==> config.mk <==
export PLATFORM = sky130hd
export DESIGN_NAME = adder_share_arb
export DESIGN_NICKNAME = d
export VERILOG_FILES = /design/src/rtl/adder_share_arb.sv
export SDC_FILE = /design/constraint.sdc
export NUM_CORES = 1
export LEC_CHECK = 0
export ABC_AREA = 1
export ABC_CLOCK_PERIOD_IN_PS = 4000
export CAP_MARGIN = 20
export CORE_MARGIN = 5
export CORE_UTILIZATION = 44
export DETAILED_ROUTE_END_ITERATION = 12
export GPL_TIMING_DRIVEN = 0
export PLACE_DENSITY = 0.87
export SLEW_MARGIN = 40
export SYNTH_ARGS = -nofsm -noshare
export SYNTH_HDL_FRONTEND = slang
export SYNTH_SLANG_ARGS = --single-unit
==> constraint.sdc <==
create_clock -name clk -period 4 [get_ports clk]
set_clock_uncertainty 0.15 [all_clocks]
set_input_delay 0.6 -clock clk [delete_from_list [all_inputs] [get_ports clk]]
set_output_delay 0.6 -clock clk [all_outputs]
set_load 0.02 [all_outputs]
==> src/rtl/adder_share_arb.sv <==
`default_nettype none
// ============================================================================
// Module   : adder_share_arb
// Purpose  : Time-shares one external combinational W-bit adder between two
//            requesters. Round-robin arbitration, registered adder operands,
//            registered sum/carry, single ID-tagged valid/ready response port.
// Ports    : clk, rst_n            - clock, asynchronous active-low reset
//            req{0,1}_valid/ready  - request handshake (ready is combinational)
//            req{0,1}_a/_b         - request operands
//            add_a/add_b           - operands driven to the shared adder
//            add_out/add_carry     - sum and carry returned by the adder
//            rsp_valid/ready       - response handshake
//            rsp_id/sum/carry      - response payload
//            grant_cnt0/1          - saturating 16-bit acceptance counters
//                                    (present only with ADDER_SHARE_ARB_STATS_EN)
// Options  : `define ADDER_SHARE_ARB_STATS_EN to add the grant counters.
// Revision : 1.0 - initial release
// ============================================================================
module adder_share_arb #(
    parameter int W = 32
) (
    input  logic         clk,
    input  logic         rst_n,
    input  logic         req0_valid,
    output logic         req0_ready,
    input  logic [W-1:0] req0_a,
    input  logic [W-1:0] req0_b,
    input  logic         req1_valid,
    output logic         req1_ready,
    input  logic [W-1:0] req1_a,
    input  logic [W-1:0] req1_b,
    output logic [W-1:0] add_a,
    output logic [W-1:0] add_b,
    input  logic [W-1:0] add_out,
    input  logic         add_carry,
    output logic         rsp_valid,
    input  logic         rsp_ready,
    output logic         rsp_id,
    output logic [W-1:0] rsp_sum,
    output logic         rsp_carry
`ifdef ADDER_SHARE_ARB_STATS_EN
    ,
    output logic [15:0]  grant_cnt0,
    output logic [15:0]  grant_cnt1
`endif
);

    localparam logic [1:0] c_IDLE = 2'd0;
    localparam logic [1:0] c_CALC = 2'd1;
    localparam logic [1:0] c_RSP  = 2'd2;

    logic [1:0]   r_state;
    logic [1:0]   w_state_nxt;
    logic         r_last_grant;
    logic         w_accept;
    logic         w_grant_id;
    logic [W-1:0] r_add_a;
    logic [W-1:0] r_add_b;
    logic         r_rsp_valid;
    logic         r_rsp_id;
    logic [W-1:0] r_rsp_sum;
    logic         r_rsp_carry;

    // Next state and grant decision. A grant only exists in IDLE and only
    // for a requester that is currently valid; on a tie the requester that
    // did not win last time is chosen.
    always_comb begin
        w_state_nxt = r_state;
        w_accept    = 1'b0;
        w_grant_id  = 1'b0;
        case (r_state)
            c_IDLE: begin
                if (req0_valid && req1_valid) begin
                    w_accept   = 1'b1;
                    w_grant_id = ~r_last_grant;
                end else if (req0_valid) begin
                    w_accept   = 1'b1;
                    w_grant_id = 1'b0;
                end else if (req1_valid) begin
                    w_accept   = 1'b1;
                    w_grant_id = 1'b1;
                end
                if (w_accept) begin
                    w_state_nxt = c_CALC;
                end
            end
            c_CALC: begin
                w_state_nxt = c_RSP;
            end
            c_RSP: begin
                if (rsp_ready) begin
                    w_state_nxt = c_IDLE;
                end
            end
            default: begin
                w_state_nxt = c_IDLE;
            end
        endcase
    end

    assign req0_ready = w_accept & ~w_grant_id;
    assign req1_ready = w_accept &  w_grant_id;

    always_ff @(posedge clk or negedge rst_n) begin
        if (!rst_n) begin
            r_state      <= c_IDLE;
            r_last_grant <= 1'b1;
            r_add_a      <= '0;
            r_add_b      <= '0;
            r_rsp_valid  <= 1'b0;
            r_rsp_id     <= 1'b0;
            r_rsp_sum    <= '0;
            r_rsp_carry  <= 1'b0;
        end else begin
            r_state <= w_state_nxt;
            if (w_accept) begin
                r_add_a      <= w_grant_id ? req1_a : req0_a;
                r_add_b      <= w_grant_id ? req1_b : req0_b;
                r_rsp_id     <= w_grant_id;
                r_last_grant <= w_grant_id;
            end
            // The adder has had a full cycle to settle on the registered
            // operands, so its result is captured straight from its outputs.
            if (r_state == c_CALC) begin
                r_rsp_sum   <= add_out;
                r_rsp_carry <= add_carry;
                r_rsp_valid <= 1'b1;
            end
            if ((r_state == c_RSP) && rsp_ready) begin
                r_rsp_valid <= 1'b0;
            end
        end
    end

    assign add_a     = r_add_a;
    assign add_b     = r_add_b;
    assign rsp_valid = r_rsp_valid;
    assign rsp_id    = r_rsp_id;
    assign rsp_sum   = r_rsp_sum;
    assign rsp_carry = r_rsp_carry;

`ifdef ADDER_SHARE_ARB_STATS_EN
    logic [15:0] r_grant_cnt0;
    logic [15:0] r_grant_cnt1;

    always_ff @(posedge clk or negedge rst_n) begin
        if (!rst_n) begin
            r_grant_cnt0 <= '0;
            r_grant_cnt1 <= '0;
        end else begin
            if (req0_ready && (r_grant_cnt0 != 16'hFFFF)) begin
                r_grant_cnt0 <= r_grant_cnt0 + 16'd1;
            end
            if (req1_ready && (r_grant_cnt1 != 16'hFFFF)) begin
                r_grant_cnt1 <= r_grant_cnt1 + 16'd1;
            end
        end
    end

    assign grant_cnt0 = r_grant_cnt0;
    assign grant_cnt1 = r_grant_cnt1;
`endif

endmodule
`default_nettype wire
==> flow_metrics.tcl <==
set metrics [dict create \
    cts.sinks 102 \
    nets 1161 \
    yosysTopAreaCell "dfrtp_1" \
    multiInputGateArea_sq_um 1886 \
    violations "negative hold slack" \
    synth.area.top_cells "dfrtp_1 (48%), nand2_1 (21%), inv_1 (9.4%)" \
    dieWidth_microns 119.0 \
    grt_max_degree 55 \
    hp-class "in2async" \
    critPathCaptureType "primary output" \
    hold_viol 1 \
    drive_gt1_share_pct 6.500 \
    maxCapViolCount 0 \
    start_kind "input pin" \
    portBuffers 266 \
    diodes 0 \
    ios 267 \
    core_area_sq_um 11520 \
    p_leak_nw 4.446 \
    grt_pass1_vias 5388 \
    fin_area_sq_um 8389 \
    routed_via_density 4.902 \
    crit_type "in2out" \
    r2r_slack_ns 2.31 \
    antenna_found_initial 0 \
    ys_warn_count 0 \
    total_power_w 0.006278 \
    seq_area_sq_um 2554 \
    numCtsBuffers 9 \
    syn_area_per_cell_sq_um 7.289 \
    synth_cells 717 \
    postCtsHoldBufs 0 \
    setup_viol 0 \
    wirelength_microns 17600 \
    via_count 5603 \
    place_congestion 0.8675 \
    syn_area_sq_um 5226 \
    grt_usage_pct 24.17 \
    cts_tree "yes" \
    final_antenna_net_count 0 \
    synthFlopType "dfrtp_1" \
    fin_crit_sh_pct 81.41 \
    cp.required_ns 3.25 \
    fillers 902 \
    hold_slack_ns -0.001882 \
    dieArea_sq_um 14160 \
    area_growth_pct 60.52 \
    grt_pass1_wl_microns 27680 \
    crit_fanout 10 \
    place_area_sq_um 8100 \
    outcome "finished with violations" \
    htree_levels 3 \
    die_h_microns 119.0 \
    synth.net_count 883 \
    drt_iter0_drc 436 \
    clk_latency_ns 0.34 \
    synthDistinctLibCells 15 \
    max_clock_freq_ghz 0.3071 \
    cts_setup_buffers 0 \
    dp_hpwl_microns 13570 \
    rows 39 \
    ys_seq_elements 102 \
    rsz0062_at_grt "false" \
    ir_worst_vdd_mv 0.4559 \
    cts_resized 0 \
    use_met1_pct 29.35 \
    start_util_pct 45.38 \
    powerDensity_nw_per_um2 748.3 \
    grt_busiest_layer "met2" \
    clock-root-buffer "clkbuf_16" \
    max-slew-margin-rel_pct 67.09 \
    synth_seq_area_share_pct 48.86 \
    wl_per_cell_microns 15.40 \
    synth.most_common_cell "nand2_1" \
    ys_top_cells_by_count "nand2_1 (298), inv_1 (131), dfrtp_1 (101), nand3_1 (65), nand4_1 (64)" \
    use_met3_pct 5.782 \
    grtUsageMet2_pct 40.55 \
    finalMaxSlewViolations 0 \
    drtPass1Iterations 5 \
    gr-total-overflow 0 \
    drc 0 \
    synth_edf_count 0 \
    clk_pin_slew_ns 0.07 \
    cts_buffer_depth 2 \
    synth_async_sr_flop_share_pct 100.0 \
    worstPathArrival_ns 2.51 \
    tightest_slew_ns 0.4937 \
    period_minus_slack_ns 3.256 \
    synth_top_area_share_pct 48.36 \
]
## registers in the layout, summed over array words and instances (netlist names)
register	flops
add_a	32
add_b	32
rsp_sum	32
r_last_grant	1
rsp_id	1
rsp_valid	1
r_state	2
rsp_carry	1
## through the flow
stage	utilization, %	setup slack (ns)	hold slack, ns	std cells	TNS (ns)
after detailed placement	70.34	0.6974	0.3071	1127	0
after global placement	70.06	-1.703	0.3031	1126	-171.80
final	72.85	0.7436	-0.001882	1143	0
after floorplan	-	2.003	0.1544	717	0
after CTS	72.85	0.6955	0.01166	1143	0
after global routing	72.85	0.5737	0.03230	1143	0
## final timing paths
check                           cells after the start    startpoint      endpoint
worst min register to register                      2  r_last_grant  r_last_grant
worst min-delay path                                1         rst_n      add_a[2]
worst max-delay path                                7    req0_valid    req0_ready
max in group asynchronous                           2         rst_n     add_b[29]
worst max register to register                      6  r_last_grant     add_a[22]
min in group clk                                    2  r_last_grant  r_last_grant
## layout by cell type (no fill, tap or decap), types with 9 or more instances in the layout
master	count
buf_2	23
buf_4	12
clkbuf_1	9
clkbuf_16	9
clkdlybuf4s50_1	265
dfrtp_1	101
inv_1	131
nand2_1	298
nand3_1	65
nand4_1	64
## cell families (layout without fill, tap and decap cells)
kind of cell / count (synthesis) / count (layout) / synth area share, %
and+or+nand+nor: 430 / 430 / 35.72
buffers and inverters: 182 / 465 / 15.06
DFF: 102 / 102 / 48.86
AOI/OAI and AO/OA: 3 / 3 / 0.3591
## layout make-up
| type | count | share of cell area [%] |
|---|---|---|
| Inverter | 134 | 5.996 |
| Buffer | 48 | 3.386 |
| Tap cell | 143 | 2.133 |
| Clock inverter | 7 | 0.7606 |
| Multi-Input combinational cell | 433 | 22.48 |
| Sequential cell | 102 | 30.44 |
| Timing Repair Buffer | 267 | 32.13 |
| Clock buffer | 9 | 2.685 |
## routing by layer
layer | routed length, microns | share of wire [%]
met4 | 668 | 3.8
met3 | 1433 | 8.1
met1 | 6923 | 39
met5 | 0 | 0
met2 | 8572 | 49
## worst max-delay path: stages
cell and delay (ns):
clkdlybuf4s50_1 0.49, nand2_1 0.09, nand3_2 0.15, clkbuf_1 0.38, nand2_1 0.12, inv_1 0.07
clkdlybuf4s50_1 0.60
## power breakdown
part | switching (W) | internal [W]
sequential | 0.000275 | 0.00156
combinational | 0.00204 | 0.00155
clock | 0.000422 | 0.000438
No activity file was read; power rests on OpenSTA's default activity.
